==> config.mk <==
export PLATFORM = sky130hd
export DESIGN_NAME = slug_port_mailbox
export DESIGN_NICKNAME = d
export VERILOG_FILES = /design/src/rtl/slug_port_pkg.sv /design/src/rtl/byte_fifo.sv /design/src/rtl/slug_port_mailbox.sv
export SDC_FILE = /design/constraint.sdc
export NUM_CORES = 1
export LEC_CHECK = 0
export ABC_AREA = 1
export CAP_MARGIN = 20
export CELL_PAD_IN_SITES_DETAIL_PLACEMENT = 1
export CELL_PAD_IN_SITES_GLOBAL_PLACEMENT = 1
export CORE_UTILIZATION = 30
export CTS_BUF_LIST = sky130_fd_sc_hd__clkbuf_8
export DETAILED_ROUTE_END_ITERATION = 12
export PLACE_DENSITY = 0.73
export SYNTH_ARGS = -nofsm -noshare
export SYNTH_HDL_FRONTEND = slang
export SYNTH_SLANG_ARGS = --single-unit
==> constraint.sdc <==
create_clock -name clk -period 2.1 [get_ports clk]
set_input_delay 0.42 -clock clk [delete_from_list [all_inputs] [get_ports clk]]
set_output_delay 0.42 -clock clk [all_outputs]
set_load 0.005 [all_outputs]
==> src/rtl/slug_port_pkg.sv <==
// Shared field positions and FSM encoding for the slug CPU port mailbox.
package slug_port_pkg;

  // cpu_out (CPU port_out) field positions
  localparam int CO_C2H_LO  = 0;
  localparam int CO_C2H_HI  = 4;
  localparam int CO_C2H_REQ = 8;
  localparam int CO_H2C_ACK = 12;

  // cpu_in (CPU port_in) field positions
  localparam int CI_H2C_LO   = 0;
  localparam int CI_H2C_HI   = 4;
  localparam int CI_C2H_ACK  = 8;
  localparam int CI_H2C_REQ  = 12;
  localparam int CI_C2H_FULL = 16;
  localparam int CI_H2C_PEND = 17;

  // h2c presentation FSM; RESYNC only lives for the first cycle after reset
  typedef enum logic [1:0] {
    RESYNC = 2'd0,
    IDLE   = 2'd1,
    WAIT   = 2'd2
  } h2c_state_t;

endpackage

==> src/rtl/byte_fifo.sv <==
// Byte FIFO with wrap-bit pointers. No bypass in either direction: a pushed
// byte is visible the cycle after the push, and a push into a full FIFO is
// dropped even if a pop happens on the same edge.
module byte_fifo #(
  parameter int DEPTH = 4,
  parameter int AW    = 2
) (
  input  logic       clk,
  input  logic       rst,
  input  logic       push,
  input  logic [7:0] din,
  output logic       full,
  input  logic       pop,
  output logic [7:0] dout,
  output logic       empty
);

  logic [7:0]  mem [DEPTH];
  logic [AW:0] wp, rp;
  logic        do_push, do_pop;

  assign do_push = push && !full;
  assign do_pop  = pop && !empty;

  assign empty = (wp == rp);
  assign full  = (wp[AW] != rp[AW]) && (wp[AW-1:0] == rp[AW-1:0]);
  assign dout  = mem[rp[AW-1:0]];

  // Storage needs no reset; the pointers define what is valid
  always_ff @(posedge clk) begin
    if (do_push) mem[wp[AW-1:0]] <= din;
  end

  // Pointer advance; occupancy saturates because push/pop are gated above
  always_ff @(posedge clk or posedge rst) begin
    if (rst) begin
      wp <= '0;
      rp <= '0;
    end else begin
      if (do_push) wp <= wp + {{AW{1'b0}}, 1'b1};
      if (do_pop)  rp <= rp + {{AW{1'b0}}, 1'b1};
    end
  end

endmodule

==> src/rtl/slug_port_mailbox.sv <==
// Peripheral side of the slug CPU I/O ports. Bytes move between the CPU
// (toggle handshake on port_out/port_in) and a host valid/ready byte stream,
// with one FIFO per direction. Every CPU-visible output comes from a register
// or FIFO pointer, so there is no combinational path from cpu_out to cpu_in.
module slug_port_mailbox
  import slug_port_pkg::*;
#(
  parameter int DEPTH = 4,
  parameter int AW    = 2
) (
  input  logic        clk,
  input  logic        rst,
  input  logic [31:0] cpu_out,
  output logic [31:0] cpu_in,
  output logic [7:0]  c2h_data,
  output logic        c2h_valid,
  input  logic        c2h_ready,
  input  logic [7:0]  h2c_data,
  input  logic        h2c_valid,
  output logic        h2c_ready
);

  h2c_state_t state;
  logic       c2h_ack, h2c_req;
  logic [7:0] present;

  logic       c2h_full, c2h_empty, h2c_full, h2c_empty;
  logic [7:0] c2h_din, h2c_dout;
  logic       c2h_push, h2c_pop, h2c_acked;

  // Only the data nibbles and the two toggles of cpu_out carry meaning
  logic unused_cpu_out;
  assign unused_cpu_out = ^{cpu_out[31:13], cpu_out[11:9]};

  assign c2h_din   = {cpu_out[CO_C2H_HI +: 4], cpu_out[CO_C2H_LO +: 4]};
  assign c2h_push  = (state != RESYNC) && (cpu_out[CO_C2H_REQ] != c2h_ack) && !c2h_full;
  assign h2c_acked = (cpu_out[CO_H2C_ACK] == h2c_req);

  // Pop the next h2c byte when nothing is presented, or the presented one was acked
  always_comb begin
    h2c_pop = 1'b0;
    case (state)
      IDLE:    h2c_pop = !h2c_empty;
      WAIT:    h2c_pop = h2c_acked && !h2c_empty;
      default: h2c_pop = 1'b0;
    endcase
  end

  byte_fifo #(.DEPTH(DEPTH), .AW(AW)) u_c2h (
    .clk   (clk),
    .rst   (rst),
    .push  (c2h_push),
    .din   (c2h_din),
    .full  (c2h_full),
    .pop   (c2h_valid && c2h_ready),
    .dout  (c2h_data),
    .empty (c2h_empty)
  );

  byte_fifo #(.DEPTH(DEPTH), .AW(AW)) u_h2c (
    .clk   (clk),
    .rst   (rst),
    .push  (h2c_valid),
    .din   (h2c_data),
    .full  (h2c_full),
    .pop   (h2c_pop),
    .dout  (h2c_dout),
    .empty (h2c_empty)
  );

  assign c2h_valid = !c2h_empty;
  assign h2c_ready = !h2c_full;

  // Toggle/ack registers, presented byte and h2c FSM. RESYNC adopts whatever
  // toggles the CPU left behind so stale state never looks like a new event.
  always_ff @(posedge clk or posedge rst) begin
    if (rst) begin
      state   <= RESYNC;
      c2h_ack <= 1'b0;
      h2c_req <= 1'b0;
      present <= 8'h00;
    end else if (state == RESYNC) begin
      c2h_ack <= cpu_out[CO_C2H_REQ];
      h2c_req <= cpu_out[CO_H2C_ACK];
      state   <= IDLE;
    end else begin
      if (c2h_push) c2h_ack <= cpu_out[CO_C2H_REQ];
      if (h2c_pop) begin
        present <= h2c_dout;
        h2c_req <= ~h2c_req;
        state   <= WAIT;
      end else if (state == WAIT && h2c_acked) begin
        state   <= IDLE;
      end
    end
  end

  // Assemble port_in; unused bits tie to zero
  always_comb begin
    cpu_in                   = '0;
    cpu_in[CI_H2C_LO +: 4]   = present[3:0];
    cpu_in[CI_H2C_HI +: 4]   = present[7:4];
    cpu_in[CI_C2H_ACK]       = c2h_ack;
    cpu_in[CI_H2C_REQ]       = h2c_req;
    cpu_in[CI_C2H_FULL]      = c2h_full;
    cpu_in[CI_H2C_PEND]      = (state == WAIT);
  end

endmodule

# After elaboration in Yosys (flattened, before gate mapping)
# Memories as Yosys holds them, arrays and structs flattened. A register that Yosys moved wholly into a read port is not among the register bits.
# Cells that the tools add are included.
# W data, S select, Z words.
dict set report totals {
  ram_bits 64
  n_memories 2
  ff_bits 16
  inputBits 44
  output_inout_bits 42
  word_cells 58
}
# memory words word_bits read_ports rd_ports_with_merged_regs wr line_no
set mem_list {}
lappend mem_list {u_c2h.mem 4 8 1 0 1 byte_fifo.sv:18} ;# logic [7:0] mem [DEPTH];
lappend mem_list {u_h2c.mem 4 8 1 1 1 byte_fifo.sv:18}
dict set report op_classes {
  eq_ne 10
  bitwise 2
  n_reduce_logical 21
  addsub 4
  mux 12
}
# operator count
set op_table {}
lappend op_table {{$add A3 B1 Y3 const B} 4}
lappend op_table {{$logic_and A1 B1 Y1} 11}
lappend op_table {{$mux W1} 8}
lappend op_table {{$eq A3 B3 Y1} 2}
lappend op_table {{$mux W2} 3}
lappend op_table {{$reduce_bool A2 Y1} 3}
lappend op_table {{$eq A2 B2 Y1} 2}
lappend op_table {{$logic_not A1 Y1} 4}
lappend op_table {{$ne A1 B1 Y1} 3}
lappend op_table {{$reduce_bool A3 Y1} 1}
lappend op_table {{$eq A2 B1 Y1 const B} 1}
lappend op_table {{$eq A2 B2 Y1 const B} 1}
lappend op_table {{$logic_not A2 Y1} 1}
lappend op_table {{$not A1 Y1} 2}
lappend op_table {{$pmux W1 S2} 1}
lappend op_table {{$reduce_and A2 Y1} 1}
lappend op_table {{$eq A1 B1 Y1} 1}

# Depth between registers and ports, before layout
dict set report depth {
  depth_word 7
  depth_mapped 10
  mapped_depth_nobuf 9
}

# By module
# A second synthesis with hierarchy kept.
dict set report unflattened {
  cells_unflattened 378
  hier_area_um2 4146.5
}
# mod area_each_um2 seq_area_each_um2 n_inst cells_per_inst
set modules_own_cells {}
lappend modules_own_cells {byte_fifo 1662.8 1111.1 2 139}
lappend modules_own_cells {slug_port_mailbox 820.8 300.3 1 100}

# Worst setup path after synthesis
# No wires, ideal clock.
dict set report synth_path {
  path_kind {flip-flop to flip-flop}
  startpoint {register state[0]}
  endpoint {memory u_c2h.mem[0][0] (enable)}
  arrival_time_ns 1.521
  synth_period_minus_slack_ns 1.891
  path_stages_with_launch 8
  setup_ns 0.371
  n_path_buf 0
  required_time_ns 1.729
  path_slack_ns 0.209
  path_cell_list {dfrtp_1 > inv_1 > ha_1 > inv_2 > o21ai_1 > a21oi_2 > nand2_4 > nor2_1}
}
dict set report synth_via {
  elab_chain_cells 6
}
# item line_no
set synth_rtl {}
lappend synth_rtl {{from (decl)} slug_port_mailbox.sv:23} ;# h2c_state_t state;
lappend synth_rtl {{from (signal assigned)} slug_port_mailbox.sv:78} ;# state <= RESYNC;
lappend synth_rtl {{from (signal assigned)} slug_port_mailbox.sv:85} ;# state <= IDLE;
lappend synth_rtl {{from (signal assigned)} slug_port_mailbox.sv:91} ;# state <= WAIT;
lappend synth_rtl {{$reduce_bool A2 Y1} slug_port_mailbox.sv:36} ;# assign c2h_push = (state != RESYNC) && (cpu_out[CO_C2H_REQ] != c2h_ack) && !c2h_full;
lappend synth_rtl {{$logic_and A1 B1 Y1 (2 in series)} slug_port_mailbox.sv:36}
lappend synth_rtl {{$logic_and A1 B1 Y1} byte_fifo.sv:22} ;# assign do_push = push && !full;
lappend synth_rtl {{$mux W1} byte_fifo.sv:31} ;# if (do_push) mem[wp[AW-1:0]] <= din;
lappend synth_rtl {{$mux W1 (implied by the code)} byte_fifo.sv:31}
lappend synth_rtl {{to (decl)} byte_fifo.sv:18}
# Every way passes these cells.

# Worst setup path in the final report
dict set report layout_path {
  startpoint {register u_c2h.rp[1]}
  endpoint {output port c2h_data[4]}
}
dict set report layout_via {
  elab_chain_cells 1
}
# item line_no
set layout_rtl {}
lappend layout_rtl {{from (decl)} byte_fifo.sv:19} ;# logic [AW:0] wp, rp;
lappend layout_rtl {{from (signal assigned)} byte_fifo.sv:41} ;# if (do_pop) rp <= rp + {{AW{1'b0}}, 1'b1};
lappend layout_rtl {{$mem_v2 Z4 W8} -}
lappend layout_rtl {{to (decl)} slug_port_mailbox.sv:15} ;# output logic [7:0] c2h_data,
# Every way passes these cells.

==> metrics.txt <==
Worst Clk Skew=7.08 ps; Syn-to-layout area delta=24.3%; crit-path max FO=7; number of synthesized register bits=88; post-DP HPWL=6.13 mm; drt first pass iters=4; synthesized area=4020 um2; CP Capture Type=output port; IO Count=86; Final ANT Viol Nets=0; total number of vias=2670; DRC violations left=0; CTS Sinks=88; setup TNS=0 ps; H-tree depth=3; gr usage total=0.138; pin count of the biggest net entering global routing=25; fin. max-slew vios=0; RSZ-0062 raised after global routing=true; worst reg-to-reg setup slack=380 ps; layout cell share with drive strength beyond 1=0.194; Max VDD drop=0.000603 V; number of global-route vias before repair=2896; gr busiest metal=met2; Mean Syn Cell Area=11.8 um2; setup violators final=0; P_int=4.69 mW; Cells after Synth=341; # nets final=469; Die ar.=13900 um2; Achievable Freq=481 MHz; CTS tree=done; element type at the critical path start=flop; core area=12800 um2; first-pass GRT wire length=14.5 mm; Die Y=118 um; GPL Wtd Cong=0.732; P per Cell Area=1520 nW/um2; min Tclk post-route=2080 ps; clock tree buffer depth=2; net switching power=2.89 mW; GRT Residual Overflow=0; Die X=118 um; max cap viols=0; detailed-route wire length=8.84 mm; Pleak=2.02 nW; # hold bufs at CTS=0; Placed Instances=563; clk slew on worst S/H paths=90 ps; part of the power in combinational logic=0.469; total power=7.57 mW; initial antenna violation count=0; PortBufs=43; Seq/Total Area, Yosys=0.627; Num CTS Buffers=9; initial DRC count=117; post-layout util=0.390; met2 Resource Use GR=0.246; Final Hold Fails=0; met3 Usage GRT=0.0412; worst skew pair latency=370 ps; antenna diode count=0; crit path kind=reg -> out; vias per cell=4.53; fin crit share=0.990; Worst Path Arrival=1660 ps; Yosys Warn Count=0; Wirelength per Cell=15.0 um; Seq pwr share=0.362; # rows=41; Critical Path RT=1680 ps; Distinct cells, synth=31; Initial Util=0.314; Reg2Reg Depth=6; status=completed; clock network fraction of total power=0.170; Root Buffer Master=clkbuf_8; Hold/Removal Path Class=in -> async; post-route insts no fill=589; Net Sw Frac=0.381; met1 usage=0.152
-- synthesized netlist by cell type --
library cell  number  area, um2
o22ai_1           16        100
dfrtp_1           24        601
nor2_4             2       22.5
inv_1             25       93.8
ha_1              13        163
buf_2              3       15.0
o21ai_0           36        180
a21oi_1            3       15.0
nand2_1           42        158
nand3_1            4       20.0
nand4_2            2       25.0
a21oi_2            3       26.3
o21ai_1            3       15.0
nand3_4            2       35.0
nand3_2            1       10.0
edfxtp_1          64       1920
xnor2_1            4       35.0
inv_6              1       8.76
clkbuf_1           1       3.75
nand2_4            5       56.3
nand2_2            4       25.0
buf_4             24        180
xor2_2             1       16.3
conb_1             1       3.75
xor2_1             3       26.3
inv_2              2       7.51
xnor2_2            2       32.5
nand4_1            2       12.5
nor2_1            43        161
inv_4              1       6.26
buf_6              4       45.0
-- per-stage QoR --
step                      worst slack (ps)  cell area (um2)  hold slack, ps
after floorplan                        209             4090             435
after CTS                             -165             4930             413
final                                 20.7             5000             402
after global placement                 145             4660             468
after detailed placement              84.5             4660             470
after global routing                 -77.8             5000             444
-- power groups by stage --
stage | clock network, mW | registers (mW) | logic, mW
CTS | 1.33 | 2.73 | 3.48
global placement | 0 | 2.75 | 3.22
floorplan | 0 | 2.67 | 2.16
global route | 1.38 | 2.79 | 3.99
finish | 1.28 | 2.74 | 3.55
detailed placement | 0 | 2.78 | 3.39
-- worst max-delay path, stage by stage (launching register included) --
cell and delay (ps):
dfrtp_2 430, buf_4 140, inv_2 60, buf_6 120
o21ai_0 80, o22ai_1 210, clkdlybuf4s15_1 240
-- cells in the final DEF (no fill, tap or decap), types with 16 or more instances in the layout --
cell / synthesis / final
conb_1: 1 / 20
o22ai_1: 16 / 16
o21ai_0: 36 / 36
clkdlybuf4s50_1: 0 / 32
edfxtp_1: 64 / 64
buf_4: 24 / 27
nor2_1: 43 / 43
nand2_1: 42 / 42
inv_1: 25 / 23
dfrtp_1: 24 / 20
-- final cells by class --
cell class / count / area [um2]
Multi-Input combinational cell: 211 / 1240
Sequential cell: 88 / 2530
Clock inverter: 7 / 90.1
Clock buffer: 9 / 124
Inverter: 29 / 119
Tap cell: 172 / 215
Fill cell: 1410 / 7830
Timing Repair Buffer: 73 / 681
-- final timing paths --
check                                       end         from
worst min-delay path                u_c2h.rp[0]          rst
worst max register to register  u_c2h.mem[3][6]  u_c2h.rp[0]
max in group asynchronous           u_h2c.rp[1]          rst
min in group clk                     present[6]   present[6]
worst max-delay path                c2h_data[4]  u_c2h.rp[1]
worst min register to register       present[6]   present[6]
-- cell families after synthesis --
family	Yosys count	share of synthesized area
AO/OA/AOI/OAI	61	0.0837
buffers and inverters	61	0.0896
other	1	0.000933
flip-flops	88	0.627
XOR/XNOR	10	0.0274
AND/OR/NAND/NOR	107	0.131
adder cells (fa/ha/maj)	13	0.0404
-- flip-flops by register name, summed over array words and instances, names as in the netlist --
name and count:
u_h2c.wp 3, u_c2h.rp 3, u_c2h.wp 3, h2c_req 1, c2h_ack 1, u_h2c.mem 32, state 2, u_c2h.mem 32
u_h2c.rp 3, present 8
-- per-layer routing --
layer,vias up,part of all wire
li1,1258,-
met1,1335,0.41
met2,64,0.53
met3,13,0.044
met4,0,0.017
met5,-,0
-- what timing repair did --
| action | in CTS | in global routing |
|---|---|---|
| resized for setup | 19 | 13 |
| setup endpoints to repair | 11 | 7 |
| hold endpoints to repair | 0 | 0 |
| pin swaps | 3 | 2 |
| buffers inserted | 6 | 4 |
(Power assumes the default switching activity.)
